==> src/rtl/iis_defs.sv <==
// rtl/iis_defs.sv - shared IIS definitions for the ADC receiver and DAC transmit driver
package iis_defs;

  // Default bits per channel sample
  localparam int IIS_DATA_WIDTH = 16;

  // System clock must run at least this many times faster than BCLK
  localparam int IIS_MIN_OVERSAMPLE = 4;

  // Serial frame state machine encodings
  typedef enum logic [1:0] {
    ST_IDLE  = 2'd0,
    ST_SHIFT = 2'd1,
    ST_PUSH  = 2'd2
  } iis_state_t;

  // Number of serial bits in one {L,R} frame
  function automatic int frame_bits(input int width);
    return 2 * width;
  endfunction

endpackage

==> src/rtl/iis_rx_fifo.sv <==
// rtl/iis_rx_fifo.sv - single-clock show-ahead FIFO for captured frames
module iis_rx_fifo #(
  parameter int WIDTH = 32,
  parameter int DEPTH = 8
) (
  input  logic                     Read_Clk,
  input  logic                     rst_n,
  input  logic                     wr,
  input  logic [WIDTH-1:0]         din,
  input  logic                     rd,
  output logic [WIDTH-1:0]         dout,
  output logic                     empty,
  output logic                     full,
  output logic [$clog2(DEPTH):0]   usedw
);

  localparam int AW = $clog2(DEPTH);

  logic [WIDTH-1:0] mem [DEPTH];
  logic [AW-1:0]    wptr;
  logic [AW-1:0]    rptr;
  logic [AW:0]      count;
  logic             do_rd;
  logic             do_wr;

  assign empty = (count == '0);
  assign full  = (count == (AW+1)'(DEPTH));
  assign usedw = count;
  // A pop frees a slot in the same cycle, so a write into a full FIFO is accepted alongside it
  assign do_rd = rd & ~empty;
  assign do_wr = wr & (~full | do_rd);
  // Head is presented combinationally; an empty FIFO shows zero
  assign dout  = empty ? '0 : mem[rptr];

  // Storage write; contents need no reset since count gates visibility
  always_ff @(posedge Read_Clk) begin
    if (do_wr) mem[wptr] <= din;
  end

  // Pointer and occupancy bookkeeping
  always_ff @(posedge Read_Clk) begin
    if (!rst_n) begin
      wptr  <= '0;
      rptr  <= '0;
      count <= '0;
    end else begin
      if (do_wr) wptr <= wptr + 1'b1;
      if (do_rd) rptr <= rptr + 1'b1;
      case ({do_wr, do_rd})
        2'b10:   count <= count + 1'b1;
        2'b01:   count <= count - 1'b1;
        default: count <= count;
      endcase
    end
  end

endmodule

==> src/rtl/iis_adc_receiver.sv <==
// rtl/iis_adc_receiver.sv - DSP-mode IIS ADC capture; IIS_RX_FRAME_CHECK_EN enables Frame_Err
module iis_adc_receiver
  import iis_defs::*;
#(
  parameter int DATA_WIDTH = IIS_DATA_WIDTH,
  parameter int FIFO_DEPTH = 8
) (
  input  logic                          Read_Clk,
  input  logic                          rst_n,
  input  logic                          IIS_BCLK,
  input  logic                          IIS_ADCLRC,
  input  logic                          IIS_ADCDAT,
  output logic [2*DATA_WIDTH-1:0]       Data_Out,
  output logic                          Data_Valid,
  input  logic                          Read_Enable,
  output logic [$clog2(FIFO_DEPTH):0]   rdusedw,
  output logic                          Overflow,
  output logic                          Frame_Err
);

  localparam int FRAME_BITS = frame_bits(DATA_WIDTH);
  localparam int CNT_W      = $clog2(FRAME_BITS) + 1;

  logic bclk_meta, bclk_sync, bclk_prev;
  logic lrc_meta, lrc_sync;
  logic dat_meta, dat_sync;
  logic bclk_rise;
  logic lrc_q;

  iis_state_t              state;
  logic [CNT_W-1:0]        bit_cnt;
  logic [FRAME_BITS-1:0]   shift_reg;

  logic push;
  logic pop;
  logic fifo_empty;
  logic fifo_full;

  // Two-flop synchronizers for the codec pins plus a BCLK history bit for edge detect
  always_ff @(posedge Read_Clk) begin
    if (!rst_n) begin
      bclk_meta <= 1'b0;
      bclk_sync <= 1'b0;
      bclk_prev <= 1'b0;
      lrc_meta  <= 1'b0;
      lrc_sync  <= 1'b0;
      dat_meta  <= 1'b0;
      dat_sync  <= 1'b0;
    end else begin
      bclk_meta <= IIS_BCLK;
      bclk_sync <= bclk_meta;
      bclk_prev <= bclk_sync;
      lrc_meta  <= IIS_ADCLRC;
      lrc_sync  <= lrc_meta;
      dat_meta  <= IIS_ADCDAT;
      dat_sync  <= dat_meta;
    end
  end

  assign bclk_rise = bclk_sync & ~bclk_prev;

`ifdef IIS_RX_FRAME_CHECK_EN
  logic frame_err_q;
`endif

  // Frame FSM: a sync pulse followed by a low sample starts L MSB; an early sync aborts the frame
  always_ff @(posedge Read_Clk) begin
    if (!rst_n) begin
      state     <= ST_IDLE;
      bit_cnt   <= '0;
      shift_reg <= '0;
      lrc_q     <= 1'b0;
`ifdef IIS_RX_FRAME_CHECK_EN
      frame_err_q <= 1'b0;
`endif
    end else begin
`ifdef IIS_RX_FRAME_CHECK_EN
      frame_err_q <= 1'b0;
`endif
      if (bclk_rise) lrc_q <= lrc_sync;
      case (state)
        ST_IDLE: begin
          if (bclk_rise && lrc_q && !lrc_sync) begin
            shift_reg <= {shift_reg[FRAME_BITS-2:0], dat_sync};
            bit_cnt   <= CNT_W'(1);
            state     <= ST_SHIFT;
          end
        end
        ST_SHIFT: begin
          if (bclk_rise) begin
            if (lrc_sync) begin
              // Sync arrived before the frame filled: drop the partial frame
              state <= ST_IDLE;
`ifdef IIS_RX_FRAME_CHECK_EN
              frame_err_q <= 1'b1;
`endif
            end else begin
              shift_reg <= {shift_reg[FRAME_BITS-2:0], dat_sync};
              bit_cnt   <= bit_cnt + 1'b1;
              if (bit_cnt == CNT_W'(FRAME_BITS - 1)) state <= ST_PUSH;
            end
          end
        end
        ST_PUSH: state <= ST_IDLE;
        default: state <= ST_IDLE;
      endcase
    end
  end

`ifdef IIS_RX_FRAME_CHECK_EN
  assign Frame_Err = frame_err_q;
`else
  assign Frame_Err = 1'b0;
`endif

  assign push       = (state == ST_PUSH);
  assign Data_Valid = ~fifo_empty;
  assign pop        = Read_Enable & Data_Valid;

  // Sticky overflow: a completed frame found the FIFO full with no pop to make room
  always_ff @(posedge Read_Clk) begin
    if (!rst_n) begin
      Overflow <= 1'b0;
    end else if (push && fifo_full && !pop) begin
      Overflow <= 1'b1;
    end
  end

  iis_rx_fifo #(
    .WIDTH (FRAME_BITS),
    .DEPTH (FIFO_DEPTH)
  ) u_fifo (
    .Read_Clk (Read_Clk),
    .rst_n    (rst_n),
    .wr       (push),
    .din      (shift_reg),
    .rd       (Read_Enable),
    .dout     (Data_Out),
    .empty    (fifo_empty),
    .full     (fifo_full),
    .usedw    (rdusedw)
  );

endmodule

==> config.mk <==
export PLATFORM = sky130hd
export DESIGN_NAME = iis_adc_receiver
export DESIGN_NICKNAME = d
export VERILOG_FILES = /design/src/rtl/iis_defs.sv /design/src/rtl/iis_rx_fifo.sv /design/src/rtl/iis_adc_receiver.sv
export SDC_FILE = /design/constraint.sdc
export NUM_CORES = 1
export LEC_CHECK = 0
export ABC_AREA = 1
export CORE_MARGIN = 2
export CORE_UTILIZATION = 40
export DETAILED_ROUTE_END_ITERATION = 16
export SLEW_MARGIN = 20
export SYNTH_ARGS = -nofsm -noshare
export SYNTH_HDL_FRONTEND = slang
export SYNTH_HIERARCHICAL = 1
export SYNTH_SLANG_ARGS = --single-unit
==> constraint.sdc <==
create_clock -name Read_Clk -period 5.4 [get_ports Read_Clk]
set_input_delay 0.81 -clock Read_Clk [delete_from_list [all_inputs] [get_ports Read_Clk]]
set_output_delay 0.81 -clock Read_Clk [all_outputs]
set_load 0.005 [all_outputs]
==> results by group <==
Floorplanning
  – Die width: 181.5 microns
  – Die Y: 181.5 microns
  – Die area: 32940 sq um
  – Cell Rows: 64
  – IO Pins: 45
  – Core area: 30830 sq um
  – Initial Util: 40.88%

Critical path
  – Crit path capture type: output pin
  – Worst Path Arrival: 3.43 ns
  – Crit-path max cell delay: 0.85 ns
  – CP max-delay cell: buf_4
  – Worst r2r src: state[1]$_SDFFE_PN0P_
  – Worst-path cell chain: buf_4 > nor2_1 > nor2_1 > o21ai_0 > o21ai_0 > o21ai_0 > nor2_1 > clkdlybuf4s50_1
  – Crit Path Class: reg2out
  – Critical path launch point type: flop
  – CP required: 4.59 ns
  – Crit-path max FO: 82

Layout
  – Layout area overhead: 14.87%
  – Max reg flops: 256
  – Nets@finish: 1112
  – Layout cells sized above 1: 7.904%
  – Most frequent cells in the layout: edfxtp_1 (256), nor2_1 (209), o21ai_0 (155)
  – Final non-filler cell total: 1522
  – Commonest non-fill, non-tap cell in the layout: edfxtp_1
  – Fillers: 2742
  – Diodes inserted: 0

Timing
  – Endpoints failing hold: 0
  – Post-route clock skew: 0.006734 ns
  – Relative slew margins: 23.74%
  – RSZ-0062 raised after global routing: false
  – Final setup viols: 0
  – Period utilization: 78.55%
  – Final min period: 4.241 ns
  – Pins Over Slew Limit: 0
  – Fmax: 235.8 MHz
  – Setup Total Neg Slack: 0 ns
  – Worst slew pin tran: 1.143 ns

GRT
  – Vias in the first global route: 7497
  – First-pass GRT wire length: 41340 microns
  – Total congestion overflow: 0
  – Largest net degree at the start of global routing: 83
  – Initial antenna violation count: 0
  – Total Routing Usage GR: 16.17%

Route
  – First DRT Iteration DRCs: 514
  – Detailed Routing Iterations Pass 1: 5
  – Routed WL: 26410 microns
  – Via density: 5.118
  – Via count: 7790
  – DRC violations left: 0
  – Post-DRT Antenna Nets: 0
  – Wire length per cell: 17.35 microns

Synth
  – Cells after synthesis: 1065
  – Yosys reg bits: 318
  – Syn_area_per_cell: 11.83 sq um
  – YS warnings: 6
  – Post-synthesis cell type count: 35
  – Largest cells by area after synthesis: edfxtp_1 (61%), dfxtp_1 (9.8%), nor2_1 (6.5%)
  – Post-Syn Nets: 1077
  – Share of the synthesized area in the top cell type: 60.99%
  – Syn Std Cell Area: 12600 sq um
  – Seq/Total Area, Yosys: 70.84%
  – Post-synth top area cell: edfxtp_1

Clock tree
  – Clock sink total: 318
  – Worst-Skew Late Latency: 0.50 ns
  – CTS buffer count: 34
  – H-tree levels: 2
  – Clock buffer depth: 3
  – Hold-fix buffers, CTS: 0
  – CTS resizes: 0
  – Clk root buf: clkbuf_16
  – Post-CTS Setup Repair Bufs: 0
  – Reg clk slew, reported paths: 0.06 ns
  – CTS tree: done

Hold path
  – Hold_sp: dat_meta$_SDFF_PN0_
  – Hold Path Class: reg2reg

Pwr
  – Power density over the cells: 485.6 nW/um^2
  – VDD IR max: 0.0003429 V
  – Leakage: 4.867 nW

Status
  – Status: finished clean

Flow run
  – Max-cap viol count: 0

Placement
  – Port Buffer Count: 43
  – Dpl cells: 1460
  – Global placement routability congestion: 0.7552
  – Detail Placement HPWL: 13850 microns
[synth_stat cells (all sizes together)]
library cell	count
a21oi	51
a31oi	1
buf	33
clkbuf	27
clkinv	1
conb	1
dfxtp	62
edfxtp	256
fa	1
ha	5
inv	41
mux2i	32
nand2	107
nand3	14
nand4	3
nor2	221
nor3	1
o21ai	174
o21bai	1
o22ai	32
xor2	1
[stage by stage]
step                hold WS [ns]  cell area (sq um)  power, mW  worst slack (ns)  utilization (%)
detailed placement        0.3979              13340      4.779             1.650            43.28
global route              0.4341              14480      7.450            0.8686            46.96
finish                    0.4093              14480      7.030             1.159            46.96
global placement          0.3955              13340      4.763             1.607            43.28
CTS                       0.4101              14480      7.103             1.106            46.96
floorplan                 0.3905              12600      4.037             2.403                -
[layer usage]
metal	part of all wire (%)	vias to the layer above	track usage, %
met5	0	-	0
met4	1.9	0	5.593
met3	4.9	36	2.327
met2	48	184	27.33
met1	45	3750	21.43
li1	-	3820	-
[logic make-up after synthesis]
kind of cell	Yosys count	synth area share [%]
multiplexers	32	2.541
AND/OR/NAND/NOR	346	10.96
XOR/XNOR	1	0.06951
adder cells (fa/ha/maj)	6	0.6552
buffers and inverters	102	4.209
other	1	0.02975
AO/OA/AOI/OAI	259	10.69
flip-flops	318	70.84
[final timing paths]
path | cells after the start | slack (ns) | endpoint
worst min-delay path | 2 | 0.41 | dat_sync$_SDFF_PN0_
worst min register to register | 2 | 0.41 | dat_sync$_SDFF_PN0_
worst max register to register | 7 | 2.57 | u_fifo/mem[6][25]$_DFFE_PP_
worst max-delay path | 8 | 1.16 | Data_Out[0]
[cell type report]
class	instances	area [sq um]	area share, %
flip-flops and latches	318	8936	61.72
multi-input cells	645	3204	22.13
clock buffers	55	1044	7.208
repair buffers	59	550.5	3.803
well taps	396	495.5	3.422
inverters	42	157.7	1.089
clock inverters	7	90.09	0.6222
[power breakdown]
group | switching, mW | internal [mW] | leakage (nW)
registers | 0.162 | 2.65 | 2.87
logic | 1.07 | 0.842 | 1.45
clock network | 0.891 | 1.42 | 0.548
total | 2.12 | 4.91 | 4.87
[worst max-delay path, delay by kind of cell, from the launching register on]
kind	cells	cell delay, ns
buf+inv	2	1.39
simple gates	3	0.48
flops	1	0.70
compound gates	3	0.28
(Power assumes the default switching activity.)
